### src/rtl/point_cloud_loader.sv
// Streams a point cloud into x/y/z BRAMs, hands it to an accelerator through a
// header word handshake, then streams the filtered points back out.
module point_cloud_loader #(
    parameter int N          = 16,
    parameter int BUS_SIZE   = 32,
    parameter int BRAM_SHIFT = 2,
    parameter int MAX_POINTS = 1024
) (
    input  logic                clock,
    input  logic                reset,
    input  logic                in_valid,
    output logic                in_ready,
    input  logic [N-1:0]        in_x,
    input  logic [N-1:0]        in_y,
    input  logic [N-1:0]        in_z,
    input  logic                in_last,
    output logic                out_valid,
    input  logic                out_ready,
    output logic [N-1:0]        out_x,
    output logic [N-1:0]        out_y,
    output logic [N-1:0]        out_z,
    output logic                out_outlier,
    output logic                out_last,
    output logic [31:0]         addr_x,
    output logic [31:0]         addr_y,
    output logic [31:0]         addr_z,
    output logic [BUS_SIZE-1:0] write_in_x,
    output logic [BUS_SIZE-1:0] write_in_y,
    output logic [BUS_SIZE-1:0] write_in_z,
    input  logic [BUS_SIZE-1:0] read_out_x,
    input  logic [BUS_SIZE-1:0] read_out_y,
    input  logic [BUS_SIZE-1:0] read_out_z,
    output logic                en_x,
    output logic                en_y,
    output logic                en_z,
    output logic [3:0]          we_x,
    output logic [3:0]          we_y,
    output logic [3:0]          we_z,
    output logic                busy,
    output logic                overflow
);

    localparam int CW = $clog2(MAX_POINTS + 1);
    localparam logic [BUS_SIZE-1:0] DONE_MAGIC = BUS_SIZE'(32'h0000_0FFF);

    typedef enum logic [3:0] {
        IDLE, LOAD, FLUSH, HEADER, START, WAIT_ADDR, WAIT_CHK,
        RD_ADDR, RD_WAIT, EMIT_LO, EMIT_HI, FINISH
    } state_t;

    state_t          r_state;
    logic [CW-1:0]   r_count;
    logic [CW-1:0]   r_p;
    logic            r_overflow;
    logic [N-1:0]    r_pack_x, r_pack_y, r_pack_z;
    logic [2*N-1:0]  r_unload_x, r_unload_y, r_unload_z;

    logic            w_in_ready;
    logic            w_accept;
    logic            w_drop;
    logic            w_last_pt;
    logic            w_emit;
    logic [CW-1:0]   w_count_next;
    logic [31:0]     w_ld_addr;
    logic [31:0]     w_rd_addr;

    assign w_in_ready   = !reset && (r_state == IDLE || r_state == LOAD);
    assign w_accept     = in_valid && w_in_ready;
    assign w_drop       = (r_state == LOAD) && (r_count == CW'(MAX_POINTS));
    assign w_count_next = w_drop ? r_count : r_count + CW'(1);
    assign w_last_pt    = (r_p == r_count - CW'(1));
    assign w_emit       = (r_state == EMIT_LO) || (r_state == EMIT_HI);
    // Word holding point index r_count (load side) or r_p (unload side); word 0 is the header.
    assign w_ld_addr    = ((32'(r_count) >> 1) + 32'd1) << BRAM_SHIFT;
    assign w_rd_addr    = ((32'(r_p) >> 1) + 32'd1) << BRAM_SHIFT;

    assign in_ready    = w_in_ready;
    assign busy        = !reset && (r_state != IDLE);
    assign overflow    = r_overflow;
    assign out_valid   = !reset && w_emit;
    assign out_last    = out_valid && w_last_pt;
    assign out_x       = (r_state == EMIT_HI) ? r_unload_x[2*N-1:N] : r_unload_x[N-1:0];
    assign out_y       = (r_state == EMIT_HI) ? r_unload_y[2*N-1:N] : r_unload_y[N-1:0];
    assign out_z       = (r_state == EMIT_HI) ? r_unload_z[2*N-1:N] : r_unload_z[N-1:0];
    assign out_outlier = (out_x == '0) && (out_y == '0) && (out_z == '0);

    always_ff @(posedge clock) begin
        if (reset) begin
            r_state    <= IDLE;
            r_count    <= '0;
            r_p        <= '0;
            r_overflow <= 1'b0;
            r_pack_x   <= '0;
            r_pack_y   <= '0;
            r_pack_z   <= '0;
            r_unload_x <= '0;
            r_unload_y <= '0;
            r_unload_z <= '0;
        end else begin
            case (r_state)
                IDLE: begin
                    if (w_accept) begin
                        r_count  <= CW'(1);
                        r_p      <= '0;
                        r_pack_x <= in_x;
                        r_pack_y <= in_y;
                        r_pack_z <= in_z;
                        r_state  <= in_last ? FLUSH : LOAD;
                    end
                end
                LOAD: begin
                    if (w_accept) begin
                        if (w_drop) begin
                            r_overflow <= 1'b1;
                        end else begin
                            r_count <= r_count + CW'(1);
                            if (!r_count[0]) begin
                                r_pack_x <= in_x;
                                r_pack_y <= in_y;
                                r_pack_z <= in_z;
                            end
                        end
                        if (in_last) begin
                            r_state <= w_count_next[0] ? FLUSH : HEADER;
                        end
                    end
                end
                FLUSH:     r_state <= HEADER;
                HEADER: begin
                    r_p     <= '0;
                    r_state <= START;
                end
                START:     r_state <= WAIT_ADDR;
                WAIT_ADDR: r_state <= WAIT_CHK;
                WAIT_CHK:  r_state <= (read_out_z == DONE_MAGIC) ? RD_ADDR : WAIT_ADDR;
                RD_ADDR:   r_state <= RD_WAIT;
                RD_WAIT: begin
                    r_unload_x <= read_out_x[2*N-1:0];
                    r_unload_y <= read_out_y[2*N-1:0];
                    r_unload_z <= read_out_z[2*N-1:0];
                    r_state    <= EMIT_LO;
                end
                EMIT_LO: begin
                    if (out_ready) begin
                        if (w_last_pt) begin
                            r_state <= FINISH;
                        end else begin
                            r_p     <= r_p + CW'(1);
                            r_state <= EMIT_HI;
                        end
                    end
                end
                EMIT_HI: begin
                    if (out_ready) begin
                        if (w_last_pt) begin
                            r_state <= FINISH;
                        end else begin
                            r_p     <= r_p + CW'(1);
                            r_state <= RD_ADDR;
                        end
                    end
                end
                FINISH:    r_state <= IDLE;
                default:   r_state <= IDLE;
            endcase
        end
    end

    // BRAM port decode; everything is quiet while reset is held so an abort never writes.
    always_comb begin
        en_x = 1'b0;  en_y = 1'b0;  en_z = 1'b0;
        we_x = 4'h0;  we_y = 4'h0;  we_z = 4'h0;
        addr_x = '0;  addr_y = '0;  addr_z = '0;
        write_in_x = '0;  write_in_y = '0;  write_in_z = '0;
        if (!reset && r_state != IDLE) begin
            en_x = 1'b1;  en_y = 1'b1;  en_z = 1'b1;
            case (r_state)
                LOAD: begin
                    if (w_accept && !w_drop && r_count[0]) begin
                        addr_x = w_ld_addr;  addr_y = w_ld_addr;  addr_z = w_ld_addr;
                        write_in_x = BUS_SIZE'({in_x, r_pack_x});
                        write_in_y = BUS_SIZE'({in_y, r_pack_y});
                        write_in_z = BUS_SIZE'({in_z, r_pack_z});
                        we_x = 4'hF;  we_y = 4'hF;  we_z = 4'hF;
                    end
                end
                FLUSH: begin
                    addr_x = w_ld_addr;  addr_y = w_ld_addr;  addr_z = w_ld_addr;
                    write_in_x = BUS_SIZE'(r_pack_x);
                    write_in_y = BUS_SIZE'(r_pack_y);
                    write_in_z = BUS_SIZE'(r_pack_z);
                    we_x = 4'hF;  we_y = 4'hF;  we_z = 4'hF;
                end
                HEADER: begin
                    write_in_x = BUS_SIZE'(r_count);
                    we_x = 4'hF;
                    we_z = 4'hF;
                end
                START: begin
                    write_in_y = BUS_SIZE'(1);
                    we_y = 4'hF;
                end
                RD_ADDR, RD_WAIT, EMIT_LO, EMIT_HI: begin
                    addr_x = w_rd_addr;  addr_y = w_rd_addr;  addr_z = w_rd_addr;
                end
                FINISH: begin
                    we_z = 4'hF;
                end
                default: ;
            endcase
        end
    end

endmodule

### config.mk
export PLATFORM = sky130hd
export DESIGN_NAME = point_cloud_loader
export DESIGN_NICKNAME = d
export VERILOG_FILES = /design/src/rtl/point_cloud_loader.sv
export SDC_FILE = /design/constraint.sdc
export NUM_CORES = 1
export LEC_CHECK = 0
export ABC_AREA = 1
export BUFFER_PORTS_ARGS = -buffer_cell sky130_fd_sc_hd__buf_2
export CORE_AREA = 2 2 159 161
export DETAILED_ROUTE_END_ITERATION = 7
export DIE_AREA = 0 0 161 163
export PLACE_DENSITY = 0.7
export RECOVER_POWER = 100
export SLEW_MARGIN = 20
export SYNTH_ARGS = -nofsm -noshare
export SYNTH_HDL_FRONTEND = slang
export SYNTH_SLANG_ARGS = --single-unit
### constraint.sdc
create_clock -name clock -period 7.2 [get_ports clock]
set_input_delay 1.44 -clock clock [delete_from_list [all_inputs] [get_ports clock]]
set_output_delay 1.44 -clock clock [all_outputs]
set_load 0.005 [all_outputs]
== Yosys cells after proc, flatten, opt, wreduce, memory -nomap -nowiden ==
Cells that the tools add are included.
Word-level totals
  flip-flop bits (word level): 171
  input bits: 149
  output and inout bits: 261
Cells by class
  add/subtract/negate cells: 5
  eq/ne operators: 23
  mux-type cells: 57
  reduce and logical (&&, ||, !) cells: 32
Operator list (count)
  $mux W16: 15
  $mux W32: 6
  $pmux W32 S3: 2
  $pmux W16 S2: 3
  $mux W11: 6
  $pmux W32 S2: 1
  $logic_not A16 Y1: 3
  $pmux W4 S11: 1
  $mux W4: 10
  $pmux W13 S3: 1
  $pmux W11 S3: 1
  $eq A32 B12 Y1 const B: 1
  $mux W13: 2
  $pmux W4 S2: 3
  $add A10 B1 Y11 const B: 2
  $add A11 B1 Y11 const B: 2
  $pmux W11 S2: 1
  $eq A4 B3 Y1 const B: 4
  $eq A4 B4 Y1 const B: 4
  $ne A2 B2 Y1 const B: 8
  $eq A11 B11 Y1: 1
  $eq A11 B11 Y1 const B: 1
  $sub A11 B1 Y11 const B: 1
  $logic_and A1 B1 Y1: 10
  other kinds (17): 28

== Logic depth before layout (Yosys ltp) ==
Gate-level depths: netlist of the first run.
  depth after elaboration: 9
  depth in mapped cells: 16

== Least setup slack after synthesis of the first run ==
No wires, ideal clock.
  path type: input to output
  start: in reset
  end: out we_z[1]
  data arrival time: 2.834 ns
  slack: 2.926 ns
  cell stages on the path: 12
  path through: clkbuf_1 -> nor2_4 -> nand2_2 -> clkinv_2 -> nand2_4 -> nor2_8 -> nand2_4 -> nand2_4 -> nand2_2 -> buf_4 -> o31ai_1 -> buf_4
Between the ends
  word-level cells in the longest chain between the ends: 8
Ends and longest elaborated chain
  start, declared: RTL line 10  | input logic reset,
  $logic_not A1 Y1: RTL line 67  | assign w_in_ready = !reset && (r_state == IDLE || r_state == LOAD);
  $logic_and A1 B1 Y1: RTL line 67
  named net in_ready: RTL line 12  | output logic in_ready,
  $logic_and A1 B1 Y1: RTL line 68  | assign w_accept = in_valid && w_in_ready;
  $logic_and A1 B1 Y1 (2 in series): RTL line 179  | if (w_accept && !w_drop && r_count[0]) begin
  $mux W4: RTL line 179
  $pmux W4 S2: RTL line 177  | case (r_state)
  $mux W4: RTL line 175  | if (!reset && r_state != IDLE) begin
  end, declared: RTL line 38  | output logic [3:0] we_z,
The timed path passes the listed nets, and every way through them passes these cells.

== Final worst setup path of the first run ==
  start: in reset
  end: out we_z[3]
Between the ends
  word-level cells in the longest chain between the ends: 8
Ends and longest elaborated chain (RTL line)
  $logic_not A1 Y1 *: 67, 175
  $logic_and A1 B1 Y1: 67
  $logic_and A1 B1 Y1: 68
  $logic_and A1 B1 Y1 (2 in series): 179
  $mux W4: 179
  $pmux W4 S2: 177
  $mux W4 *: 175
Every way passes the cells marked *; elsewhere a longest branch is shown, timed or not.

==> impl_metrics.tcl, run 1 <==
set metrics [dict create \
    outcome "complete, but fails checks" \
    failed_checks "max-capacitance violations, max-slew violations" \
    wl_per_cell_um 15.0 \
    dp_hpwl_um 23500 \
    power.density_nw_per_um2 206 \
    grt_pass1_vias 9426 \
    tightest_slew_ps 1650 \
    synth-xor-area-share_pct 1.74 \
    cts_setup_buffers 0 \
    worstPathRequired_ps 5760 \
    die_w_um 161 \
    grt_use_total_pct 23.5 \
    start_util_pct 40.9 \
    ys_warn_count 0 \
    grt_pass1_wl_um 49400 \
    route.met3.wl_um 2490 \
    finalSetupTns_ps 0 \
    ys_types 44 \
    fin_crit_ps 5770 \
    async_flop_share_pct 0 \
    firstDrtPassIters 6 \
    ctsHoldBuffers 0 \
    yosys.area_share.simple_pct 31.5 \
    ys_seq_elements 171 \
    cts_resized 0 \
    drtIter0Drc 653 \
    setup_viol_count_final 0 \
    syn_inst 1538 \
    top_layer "met4" \
    antenna_found_initial 0 \
    synthMuxAreaShare_pct 0 \
    synth.avg_cell_area_um2 6.56 \
    placed_cells 2098 \
    final-hold-violation-count 0 \
    finalNetCount 1942 \
    drive_above_1_share_pct 17.1 \
    cp_max_fo 50 \
    slew_viol_final 34 \
    tritoncts "yes" \
    synthAdderAreaFrac_pct 0.745 \
    power.leakage_nw 5.68 \
    cts_max_level 4 \
    critical_path_arrival_ps 4330 \
    rsz0062_at_grt "no" \
    irDropWorstVdd_mv 0.141 \
    area_delta_synth_final_pct 15.4 \
    core_um2 24700 \
    cap_violations 1 \
    worstSetupEndpointType "output port" \
    antennaDiodeCount 0 \
    layout_common_cells "nor2_1 (317), nand2_1 (268), buf_2 (193)" \
    synth_top_family_by_area "simple AND/OR/NAND/NOR gates" \
    wl_um 32000 \
    ctsRootBufferMaster "clkbuf_16" \
    finalCritPeriodShare_pct 80.1 \
    synth_compound_area_share_pct 14.5 \
    power.total_mw 2.40 \
    syn-cell-area_um2 10100 \
    rows 58 \
    slew_headroom_pct -10.3 \
    numCtsBuffers 17 \
    dieArea_um2 26200 \
    wl_met2_um 15400 \
    nFillCells 2711 \
    synth_edf_count 0 \
    yosysSeqAreaShare_pct 33.9 \
    pin_count 410 \
    clock_skew_ps 15.0 \
    gp_congestion 0.906 \
    synth_ff_type "dfxtp_1" \
    vias 10300 \
    gr-total-overflow 0 \
    cp-start-kind "input port" \
    clk_latency_ps 430 \
    io_buffers 346 \
    crit_type "in2out" \
    ant_nets 0 \
    clk_path_buf_depth 2 \
    wl_met1_um 13700 \
    holdCritPathClass "reg2reg" \
    fmax_mhz 173 \
    clkSinkCount 171 \
    final_cells 2130 \
    final_common_cell "nor2_1" \
    drc 0 \
    clk_pin_slew_ps 70 \
    grt_max_degree 110 \
    fp.dieH_um 163 \
    via_per_inst 4.83 \
]
[sequential cells by signal, summed over array words and instances (netlist names)]
| name | count |
|---|---|
| r_unload_z | 32 |
| r_p | 11 |
| r_unload_y | 32 |
| r_pack_y | 16 |
| r_pack_x | 16 |
| r_state | 4 |
| r_pack_z | 16 |
| overflow | 1 |
| r_unload_x | 32 |
| r_count | 11 |
[stage by stage]
stage               area [um^2]  hold slack [ps]  util [%]  worst slack, ps
CTS                       11900              458      48.3             1700
detailed placement        11300              450      45.9             1700
global placement          11300              444      45.9             1820
global route              11600              487      47.2             1140
finish                    11600              459      47.2             1430
floorplan                 10300              430         -             2930
[path summary, 6_finish.rpt]
check,depth (start not counted),endpoint,from,slack [ps]
max,11,we_z[3],reset,1430
min,2,r_pack_x[15],r_pack_x[15],460
max reg2reg,11,r_p[9],r_state[0],3140
min reg2reg,2,r_pack_x[15],r_pack_x[15],460
[metal layers]
| layer | vias to the layer above | GRT usage [%] |
|---|---|---|
| met4 | 0 | 5.72 |
| met5 | - | 0 |
| li1 | 5204 | - |
| met1 | 4648 | 29.1 |
| met2 | 400 | 40.8 |
| met3 | 31 | 5.91 |
[Yosys cell counts, types with 17 or more instances]
library cell	count	share of area, %
a21oi_1	99	4.9
clkbuf_1	44	1.6
dfxtp_1	171	34
nand3_1	40	2.0
o21ai_0	141	7.0
o21ai_1	17	0.84
nor2_1	316	12
buf_4	102	7.6
nand2_1	264	9.8
xor2_1	19	1.7
nor3_1	20	0.99
buf_2	27	1.3
inv_1	141	5.2
nor4_1	17	1.1
[worst max-delay path: stages]
cell,delay [ps]
clkbuf_1,110
nor2_4,110
nand2_1,140
clkinvlp_2,200
nand2_1,150
nor2_1,370
nand2_4,420
nand2_4,400
nand2_2,420
o31ai_1,360
clkbuf_1,180
[power by group]
group | internal [mW] | switching, mW | total, mW | leakage (nW)
clock network | 0.522 | 0.426 | 0.948 | 0.283
logic | 0.130 | 0.304 | 0.435 | 4.01
registers | 0.990 | 0.0298 | 1.02 | 1.39
[kinds of logic after synthesis]
kind of cell               Yosys count
adders and majority gates            6
xor gates and xnor gates            20
buffers and inverters              337
and+or+nand+nor                    723
DFF                                171
AOI/OAI and AO/OA                  280
other                                1
[area by class of cell]
cell class                 count  area [um^2]  area share (%)
clock inverter                13          155            1.33
clock buffer                  19          433            3.72
inverter                     150          567            4.87
multi-input combinational   1092         5000            43.0
timing repair buffer         355         1650            14.1
sequential                   171         3420            29.4
tap                          330          413            3.55
Power figures use the tool's default switching activity.
==> run 2: changes to the inputs <==
Settings changed: ABC_AREA 1 to 0, CORE_AREA 2 2 159 161 to 2 2 161 163, DIE_AREA 0 0 161 163 to 0 0 163 165.
Clock period 7.2 ns to 4.7 ns, I/O delays scaled along.
==> impl_metrics.tcl, run 2 <==
set metrics [dict create \
    start_util_pct 38.9 \
    fin_crit_ps 4360 \
    nFillCells 2623 \
    clk_path_buf_depth 2 \
    drtIter0Drc 759 \
    drive_above_1_share_pct 22.7 \
    drc 0 \
    worstPathRequired_ps 3760 \
    hold_depth 2 \
    firstDrtPassIters 6 \
    synth_common_cells "nand2_1 (323), dfxtp_1 (171), a21oi_1 (165)" \
    clkSinkCount 171 \
    cts_setup_buffers 0 \
    slew_headroom_pct -32.0 \
    final_common_cell "nand2_1" \
    grt_pass1_vias 8792 \
    clock_skew_ps 16.2 \
    ys_seq_elements 171 \
    outcome "complete, but fails checks" \
    synthTopCellsByArea "dfxtp_1 (35%), nand2_1 (12%), a21oi_1 (8.5%), buf_4 (7.7%), and2_1 (6.1%)" \
    reg.largest.list "r_unload_x x32, r_unload_y x32, r_unload_z x32" \
    wl_per_cell_um 16.2 \
    final_area_um2 11600 \
    power.leakage_nw 4.80 \
    clk_pin_slew_ps 70 \
    async_flop_share_pct 0 \
    holdCritPathClass "reg2reg" \
    synth.avg_cell_area_um2 7.47 \
    worst_hold_slack_ps 453 \
    ctsHoldBuffers 0 \
    synth_ff_type "dfxtp_1" \
    yosysTopAreaCellShare_pct 35.2 \
    grt_pass1_wl_um 46500 \
    reg2reg_depth 9 \
    dp_hpwl_um 22600 \
    via_per_inst 5.08 \
    fp.dieH_um 165 \
    final_core_util_pct 46.3 \
    failed_checks "max-capacitance violations, max-slew violations" \
    yosysSeqAreaShare_pct 35.2 \
    gp_congestion 0.855 \
    cp-start-kind "register" \
    ys_warn_count 0 \
    ant_nets 0 \
    core_um2 25000 \
    r2r-end "r_pack_z[12]" \
    hp-start "r_pack_x[13]" \
    reg2reg_from "r_count[0]" \
    worst_hold_path.endpoint "r_pack_x[13]" \
    rows 58 \
    wl_um 30700 \
    finalNetCount 1707 \
    tightest_slew_ps 1980 \
    power.density_nw_per_um2 282 \
    irDropWorstVdd_mv 0.185 \
    grt_max_degree 97 \
    dieArea_um2 26900 \
    syn_inst 1302 \
    post-place-ws_ps 728 \
    crit_type "reg2out" \
    slew_viol_final 313 \
    fin_ws_ps 337 \
    layout_common_cells "nand2_1 (322), buf_2 (255), dfxtp_1 (171)" \
    finalCritPeriodShare_pct 92.8 \
    finalSetupTns_ps 0 \
    critical_path_arrival_ps 3420 \
    antenna_found_initial 2 \
    synth_edf_count 0 \
    final_cells 1899 \
    grt_use_total_pct 21.7 \
    numCtsBuffers 17 \
    netlist.top_cell.by_area "dfxtp_1" \
    final-hold-violation-count 0 \
    cts_resized 0 \
    syn-cell-area_um2 9730 \
    worstSetupEndpointType "output port" \
    fmax_mhz 229 \
    area_delta_synth_final_pct 19.0 \
    power.total_mw 3.27 \
    io_buffers 346 \
    ys_types 60 \
    yosysMostFrequentCell "nand2_1" \
    cts_max_level 4 \
    placed_cells 1863 \
    ctsRootBufferMaster "clkbuf_16" \
    tritoncts "yes" \
    cp_max_fo 15 \
    rsz0062_at_grt "no" \
    gr-total-overflow 0 \
    clk_latency_ps 430 \
    die_w_um 163 \
    r2r_slack_ps 690 \
    pin_count 410 \
    vias 9650 \
    setup_viol_count_final 0 \
    placement.cell_area_um2 11100 \
    cap_violations 4 \
]
==> run 2: cell types whose count changed in the layout (fill, tap and decap cells not counted), sizes merged, moves of 22 or more <==
cell	change
buf	+64
nand2	+49
o21ai	-151
mux2	+48
a21oi	+66
and2	+95
nor3	-23
clkbuf	-57
xnor2	+22
nor2	-268
inv	-135
==> run 2: worst max path at each step <==
stage | start | endpoint | slack, ps | cells after the start
2_1_floorplan | reset | we_y[1] | 910 | 7
5_1_grt | r_state[0] | write_in_x[12] | 80 | 9
3_3_place_gp | reset | addr_y[12] | 840 | 9
6_report | r_count[0] | addr_x[3] | 340 | 10
3_5_place_dp | reset | addr_z[3] | 730 | 9
4_1_cts | r_count[0] | addr_z[3] | 390 | 10
==> run 2: kinds of logic (layout without fill, tap and decap cells) <==
logic type | Yosys count | in the layout | share of synthesized area, %
compound gates | 232 | 232 | 13.6
xor+xnor | 40 | 40 | 3.60
fa+ha+maj | 6 | 6 | 0.771
buf+inv | 206 | 407 | 12.3
flops | 171 | 171 | 35.2
mux | 48 | 48 | 5.55
other cells | 1 | 67 | 0.0385
simple gates | 598 | 598 | 29.0
==> run 2: worst max-delay path: stages (launching register included) <==
cell and delay (ps):
dfxtp_1 620, inv_1 100, ha_1 250, nor3b_4 190, nand4_1 150, and2_0 200
nor3b_4 310, o21a_1 610, a21oi_1 170, nor2b_1 250, clkbuf_1 140
==> run 2: where the power goes <==
group / leakage, nW / switching, mW / internal (mW)
registers: 1.38 / 0.0308 / 1.48
clock network: 0.297 / 0.645 / 0.814
logic: 3.12 / 0.187 / 0.112
total: 4.80 / 0.862 / 2.40
==> run 2: layout make-up <==
type | count | area (um^2) | share of cell area (%)
Multi-Input combinational cell | 987 | 5360 | 46.3
Sequential cell | 171 | 3420 | 29.6
Timing Repair Buffer | 362 | 1720 | 14.9
Clock buffer | 19 | 443 | 3.82
Tap cell | 330 | 413 | 3.56
Clock inverter | 13 | 159 | 1.37
Inverter | 13 | 48.8 | 0.421
Antenna cell | 4 | 10.0 | 0.0864
==> run 2: routing by layer <==
metal	vias up	track usage [%]	part of all wire (%)	routed length, um
li1	4710	-	-	-
met4	0	6.76	2.0	623
met5	-	0	0	0
met1	4547	29.3	45	13900
met2	349	35.6	48	14600
met3	44	3.49	5.3	1620
==> run 3: changes to the inputs <==
Settings changed: CORE_AREA 2 2 161 163 to 2 2 160 162, CTS_BUF_LIST set to sky130_fd_sc_hd__clkbuf_4 sky130_fd_sc_hd__clkbuf_8, DIE_AREA 0 0 163 165 to 0 0 162 164.
==> impl_metrics.tcl, run 3 (synthesis gave the netlist of run 2 again) <==
set metrics [dict create \
    rsz0062_at_grt "no" \
    outcome "complete, but fails checks" \
    numCtsBuffers 17 \
    wl_um 30000 \
    final_common_cell "nand2_1" \
    setup_viol_count_final 0 \
    placement.cell_area_um2 11100 \
    ff_latch_area_um2 3420 \
    finalCritPeriodShare_pct 95.1 \
    multiInputGateArea_um2 5360 \
    drtIter0Drc 773 \
    p_sw_share_pct 29.8 \
    hold_depth 2 \
    fp.dieH_um 164 \
    gr-total-overflow 0 \
    clk_path_buf_depth 2 \
    wl_per_cell_um 15.8 \
    clk_pin_slew_ps 100 \
    firstDrtPassIters 6 \
    cts_max_level 4 \
    antenna_found_initial 1 \
    holdCritPathClass "reg2reg" \
    core_um2 24800 \
    final_area_um2 11400 \
    ant_nets 0 \
    area_delta_synth_final_pct 17.6 \
    dieArea_um2 26600 \
    start_util_pct 39.2 \
    critical_path_arrival_ps 3530 \
    tritoncts "yes" \
    switchingPower_uw 874 \
    cp-start-kind "input port" \
    rows 58 \
    worstSetupEndpointType "output port" \
    reg.largest.list "r_unload_x x32, r_unload_y x32, r_unload_z x32" \
    p_clk_share_pct 38.3 \
    irDropWorstVdd_mv 0.139 \
    drc 0 \
    layout_common_cells "nand2_1 (323), buf_2 (255), dfxtp_1 (171)" \
    die_w_um 162 \
    slew_viol_final 236 \
    final-hold-violation-count 0 \
    nFillCells 2567 \
    finalSetupTns_ps 0 \
    vias 9592 \
    tightest_slew_ps 3190 \
    worstPathRequired_ps 3760 \
    grt_pass1_vias 8541 \
    comb_power_share_pct 10.5 \
    dp_hpwl_um 22300 \
    slew_headroom_pct -112 \
    cap_violations 3 \
    pin_count 410 \
    grt_pass1_wl_um 45400 \
    power.density_nw_per_um2 256 \
    grt_use_total_pct 21.3 \
    io_buffers 346 \
    power.leakage_nw 4.78 \
    p_int_mw 2.06 \
    crit_type "in2out" \
    fmax_mhz 224 \
    failed_checks "max-capacitance violations, max-slew violations" \
    grt_max_degree 97 \
    cp_max_fo 88 \
    finalNetCount 1710 \
    clkSinkCount 171 \
    reg2reg_depth 5 \
    drive_above_1_share_pct 23.5 \
    seqPwrFrac_pct 51.2 \
    clock_skew_ps 20.6 \
    gp_congestion 0.888 \
    via_per_inst 5.05 \
    fin_crit_ps 4470 \
    ctsHoldBuffers 0 \
    clk_latency_ps 460 \
    ctsRootBufferMaster "clkbuf_8" \
    cts_setup_buffers 0 \
]
-- run 3: cell count changes in the layout (fill, tap and decap cells not counted), moves of 6 or more --
cell       change
clkbuf_2       +8
clkbuf_16     -17
clkbuf_8      +16
and2_1         +6
buf_4          +6
clkbuf_1       -9
and2_0         -6
-- run 3: final timing paths --
kind / start / to / slack, ps
worst min register to register: r_pack_x[8] / r_pack_x[8] / 460
worst max-delay path: reset / addr_y[12] / 230
worst min-delay path: r_pack_x[8] / r_pack_x[8] / 460
worst max register to register: r_state[3] / r_unload_z[15] / 890
-- run 3: worst max-delay path, cell delays in order --
cell and delay [ps]:
buf_4 130, clkbuf_2 890, a21oi_1 1060, nor2b_1 310, buf_2 160
-- run 3: final cells by class --
cell class | instances | area share, %
Antenna cell | 2 | 0.0437
Clock buffer | 17 | 2.04
Clock inverter | 15 | 1.72
Inverter | 13 | 0.426
Multi-Input combinational cell | 987 | 46.8
Sequential cell | 171 | 29.9
Tap cell | 330 | 3.61
Timing Repair Buffer | 365 | 15.4
-- run 3: metal layers --
metal  vias to the layer above  track usage (%)  wire length [um]
met1                      4491             29.0             13400
met5                         -                0                 0
met3                        43             3.08              1510
met2                       348             34.9             14500
li1                       4710                -                 -
met4                         0             7.04               609
-- run 3: power groups by stage --
stage	logic [mW]	clock network, mW	registers, mW
final	0.309	1.12	1.50
after floorplan	0.225	0	1.52
after CTS	0.309	1.15	1.50
after global placement	0.306	0	1.53
after global routing	0.342	1.21	1.50
after detailed placement	0.308	0	1.53
-- run 3: through the flow --
stage	setup slack (ps)	power, mW	hold WS, ps	std cells	utilization (%)
floorplan	911	1.75	432	1364	-
global placement	534	1.84	439	1866	44.9
detailed placement	438	1.84	447	1866	44.9
CTS	252	2.96	463	1898	46.6
global route	47.9	3.06	478	1899	46.1
finish	231	2.93	462	1900	46.1
-- run 3: repair_timing --
item / CTS / global route
hold endpoints to repair: 0 / 0
endpoints found under the setup margin: 0 / 5
resized for setup: 0 / 1
